[src/rtl/memory_access_arbiter.sv]
// Arbitrates the instruction-fetch and load/store requesters onto one memory port,
// one transaction at a time, with round-robin tie-breaking and a fixed read latency.
module memory_access_arbiter #(
  parameter int unsigned ADDR_W       = 32,
  parameter int unsigned DATA_W       = 32,
  parameter int unsigned READ_LATENCY = 1
) (
  input  logic              iCLK,
  input  logic              iRST_N,
  input  logic              iIReq,
  input  logic [ADDR_W-1:0] iIAddr,
  output logic              oIAck,
  output logic [DATA_W-1:0] oIRData,
  input  logic              iDReq,
  input  logic              iDWe,
  input  logic [ADDR_W-1:0] iDAddr,
  input  logic [DATA_W-1:0] iDWData,
  output logic              oDAck,
  output logic [DATA_W-1:0] oDRData,
  output logic [ADDR_W-1:0] oMemAddr,
  output logic              oMemRead,
  output logic              oMemWrite,
  output logic [DATA_W-1:0] oMemWData,
  input  logic [DATA_W-1:0] iMemRData,
  output logic              oBusy
);

  localparam logic [2:0] LAT = 3'(READ_LATENCY);

  typedef enum logic [1:0] {
    S_IDLE,
    S_ACCESS,
    S_WAIT,
    S_RESP
  } state_t;

  typedef enum logic {
    OWN_I = 1'b0,
    OWN_D = 1'b1
  } owner_t;

  state_t             r_state;
  state_t             w_next;
  owner_t             r_owner;
  owner_t             r_last_grant;
  owner_t             w_grant;
  logic               w_grant_valid;
  logic               r_we;
  logic [ADDR_W-1:0]  r_addr;
  logic [DATA_W-1:0]  r_wdata;
  logic [2:0]         r_cnt;
  logic [DATA_W-1:0]  r_irdata;
  logic [DATA_W-1:0]  r_drdata;

  // On a tie the side that did not win last time gets the bus.
  always_comb begin
    w_grant_valid = iIReq | iDReq;
    w_grant       = OWN_I;
    if (iIReq && iDReq) begin
      w_grant = (r_last_grant == OWN_I) ? OWN_D : OWN_I;
    end else if (iDReq) begin
      w_grant = OWN_D;
    end
  end

  always_ff @(posedge iCLK or negedge iRST_N) begin
    if (!iRST_N) begin
      r_state <= S_IDLE;
    end else begin
      r_state <= w_next;
    end
  end

  always_comb begin
    w_next = r_state;
    case (r_state)
      S_IDLE:   if (w_grant_valid) w_next = S_ACCESS;
      S_ACCESS: w_next = r_we ? S_RESP : S_WAIT;
      S_WAIT:   if (r_cnt == 3'd1) w_next = S_RESP;
      S_RESP:   w_next = S_IDLE;
      default:  w_next = S_IDLE;
    endcase
  end

  always_ff @(posedge iCLK or negedge iRST_N) begin
    if (!iRST_N) begin
      r_owner      <= OWN_I;
      r_last_grant <= OWN_D;
      r_we         <= 1'b0;
      r_addr       <= '0;
      r_wdata      <= '0;
      r_cnt        <= '0;
      r_irdata     <= '0;
      r_drdata     <= '0;
    end else begin
      case (r_state)
        S_IDLE: begin
          if (w_grant_valid) begin
            r_owner      <= w_grant;
            r_last_grant <= w_grant;
            if (w_grant == OWN_I) begin
              r_addr  <= iIAddr;
              r_we    <= 1'b0;
              r_wdata <= '0;
            end else begin
              r_addr  <= iDAddr;
              r_we    <= iDWe;
              r_wdata <= iDWData;
            end
          end
        end
        S_ACCESS: begin
          if (!r_we) r_cnt <= LAT;
        end
        S_WAIT: begin
          r_cnt <= r_cnt - 3'd1;
          // Only the owner's return register is written; the other side keeps its word.
          if (r_cnt == 3'd1) begin
            if (r_owner == OWN_I) r_irdata <= iMemRData;
            else                  r_drdata <= iMemRData;
          end
        end
        default: ;
      endcase
    end
  end

  // Strobes and acks decode the state directly so reset drops them without waiting for an edge.
  always_comb begin
    oMemRead  = (r_state == S_ACCESS) && !r_we;
    oMemWrite = (r_state == S_ACCESS) &&  r_we;
    oIAck     = (r_state == S_RESP) && (r_owner == OWN_I);
    oDAck     = (r_state == S_RESP) && (r_owner == OWN_D);
    oBusy     = (r_state != S_IDLE);
    oMemAddr  = r_addr;
    oMemWData = r_wdata;
    oIRData   = r_irdata;
    oDRData   = r_drdata;
  end

endmodule

[config.mk]
export PLATFORM = sky130hd
export DESIGN_NAME = memory_access_arbiter
export DESIGN_NICKNAME = d
export VERILOG_FILES = /design/src/rtl/memory_access_arbiter.sv
export SDC_FILE = /design/constraint.sdc
export NUM_CORES = 1
export LEC_CHECK = 0
export ABC_AREA = 1
export ABC_CLOCK_PERIOD_IN_PS = 1850
export BUFFER_PORTS_ARGS = -buffer_cell sky130_fd_sc_hd__buf_4
export CAP_MARGIN = 20
export CORE_AREA = 2 2 117 119
export CTS_BUF_LIST = sky130_fd_sc_hd__clkbuf_4 sky130_fd_sc_hd__clkbuf_8 sky130_fd_sc_hd__clkbuf_16
export DETAILED_ROUTE_END_ITERATION = 16
export DIE_AREA = 0 0 119 121
export PLACE_DENSITY = 0.86
export SLEW_MARGIN = 20
export SYNTH_ARGS = -nofsm -noshare
export SYNTH_HDL_FRONTEND = slang
export SYNTH_SLANG_ARGS = --single-unit
[constraint.sdc]
create_clock -name iCLK -period 1.85 [get_ports iCLK]
set_input_delay 0.4625 -clock iCLK [delete_from_list [all_inputs] [get_ports iCLK]]
set_output_delay 0.4625 -clock iCLK [all_outputs]
set_load 0.03 [all_outputs]
==> results.cfg <==
[placement]
dpl_cell_area_um2 = 7964
dp_hpwl_mm = 11.65
portBuffers = 265
dpl_worst_slack_ns = 0.2664
gp_congestion = 0.8261

[drt]
routed_wl_mm = 16.30
dr.pass1.iters = 5
wirelength_met1_mm = 6.274
wl_met3_mm = 1.630
route.met2.wl_mm = 8.112
wl_per_cell_um = 14.28
via_per_inst = 4.758
drtIter0Drc = 313
top_layer_used = met4
routed-via-count = 5434
ant_nets = 0
drc = 0

[cts]
clockRootBuffer = clkbuf_16
numCtsBuffers = 17
cts.reportedPaths.clkPinSlew_ns = 0.06
cts_tree = built
clk_latency_ns = 0.41
clk_path_buf_depth = 2
cts-htree-levels = 4
cts_sinks = 136

[power]
vdd_drop_max_v = 0.001308
power_density_nw_per_um2 = 1928
p_leak_uw = 0.004899

[global_route]
antenna_found_initial = 0
grt_overflow = 0
grt_max_degree = 66
first_global_vias = 5383
gr-usage-all-layers = 0.2292
grt_pass1_wl_mm = 25.83

[yosys]
ys_types = 23
ys_ff_latch = 136
synth_fp_nets = 824
synth_top_area_frac = 0.5834
yosysTopAreaCell = dfrtp_1
synth-edff-count = 0
yosysSeqAreaShare = 0.5879
syn_area_per_cell_um2 = 8.466
yosys_warnings = 0
synth_area_leaders = dfrtp_1 (58%), nand2_1 (22%), o21ai_0 (5.8%)
synth-async-reset-ratio = 1.000
synthTopCellsByCount = nand2_1 (340), dfrtp_1 (135), o21ai_0 (67)
yosysMostFrequentCell = nand2_1
synthesis.area_um2 = 5791
synth_cells = 684
ys.flop_type = dfrtp_1

[final_layout]
syn_to_final_growth_pct = 49.46
final_cell_area_um2 = 8655
fill_cells = 1058
regArea_um2 = 3405
multiInputGateArea_um2 = 2033
antenna-diode-count = 0
fin_nets = 1093
drive_above_1_share = 0.3509

[outcome]
status = finished, final reports clean

[timing]
period_share = 0.9987
setup_viol = 0
min_period_ns = 1.848
skew_ns = 0.006391
setup-tns-final_ns = 0
setup_slack_ns = 0.002410
worstMarginPinSlew_ns = 0.3600
fmax_mhz = 541.2
hold_viol = 0
relSlewSlack = 0.7600
report.final.slew_viol_count = 0
rsz0062_at_grt = yes

[critical_path]
crit_path_cell_trace = inv_1 -> ha_1 -> inv_2 -> buf_4
slowest_stage = dfrtp_1
critPathKind = flip-flop to primary output
crit_buf_inv = 3
slowest_delay_ns = 0.41
start_kind = flip-flop
cp_top_family = flip-flops
worstPathMaxFanout = 4
arrival_ns = 1.39
cp.required_ns = 1.39
cp-end-kind = primary output

[die]
fp.dieW_um = 119
coreArea_um2 = 13090
core.rowCount = 42
die_h_um = 121
dieArea_um2 = 14400
initial_core_util = 0.4425
io_pins = 266

[flow_run]
cap_violations = 0

[worst_hold_path]
hp-class = input port to flip-flop
[per-stage QoR]
stage | std cells | util | hold slack (ns) | total power (uW)
floorplan | 684 | - | 0.1669 | 10110
global placement | 1102 | 0.6086 | 0.3901 | 13090
detailed placement | 1102 | 0.6086 | 0.3872 | 13320
CTS | 1141 | 0.6590 | 0.2227 | 16740
global route | 1142 | 0.6614 | 0.2283 | 17720
finish | 1142 | 0.6614 | 0.2389 | 16680
[registers in the layout, indices dropped and copies added (netlist names)]
signal	count
oDRData	32
oIRData	32
oMemAddr	32
oMemWData	32
r_cnt	3
r_last_grant	1
r_owner	1
r_state	2
r_we	1
[worst paths after layout]
| path | start | end | cells after the start | slack, ns |
|---|---|---|---|---|
| max reg2reg | r_state[0]$_DFFE_PN0P_ | oMemAddr[20]$_DFFE_PN0P_ | 8 | 0.19 |
| min in group asynchronous | iRST_N | oMemAddr[28]$_DFFE_PN0P_ | 2 | 0.53 |
| max | r_state[0]$_DFFE_PN0P_ | oBusy | 4 | 0.002 |
| min | iDWData[6] | oMemWData[6]$_DFFE_PN0P_ | 3 | 0.24 |
| min reg2reg | oMemAddr[18]$_DFFE_PN0P_ | oMemAddr[18]$_DFFE_PN0P_ | 2 | 0.48 |
| max in group asynchronous | iRST_N | oDRData[18]$_DFFE_PN0P_ | 3 | 0.75 |
[per-layer routing]
layer,track usage,vias up
li1,-,2644
met1,0.2516,2539
met2,0.3994,230
met3,0.08976,21
met5,0,-
met4,0.09003,0
[cell type report]
cell class,instances,share of cell area
Clock buffer,18,0.05074
Clock inverter,14,0.01460
Inverter,48,0.02082
Multi-Input combinational cell,464,0.2349
Sequential cell,136,0.3934
Tap cell,176,0.02544
Timing Repair Buffer,286,0.2601
[worst min-delay path, delay by kind of cell]
kind | cells | cell delay, ns
buf+inv | 1 | 0.07
simple gates | 2 | 0.08
[report_power, final]
| group | internal [uW] | switching [uW] | total [uW] |
|---|---|---|---|
| clock network | 1890 | 1290 | 3180 |
| registers | 4360 | 817 | 5180 |
| logic | 3020 | 5310 | 8330 |
| total | 9260 | 7420 | 16700 |
[cells in the final DEF (no fill, tap or decap), types with 6 or more instances in the layout]
cell and count:
buf_12 6, buf_4 272, buf_6 7, clkbuf_16 17, dfrtp_1 135, inv_1 41
inv_2 7, nand2_1 337, nand3_1 34, o21ai_0 67
[kinds of logic after synthesis]
family | Yosys count | share of synthesized area
buf+inv | 84 | 0.06785
flops | 136 | 0.5879
compound gates | 69 | 0.05985
fa+ha+maj | 7 | 0.01512
simple gates | 387 | 0.2677
xor+xnor | 1 | 0.001513
[what timing repair did]
item                                   4_1_cts  5_1_grt
buffers inserted                             6        1
hold buffers                                 1        0
pin swaps                                    0        3
resized for setup                            9       11
endpoints found under the hold margin       31        0
setup endpoints to repair                    4        5
(Power assumes the default switching activity.)
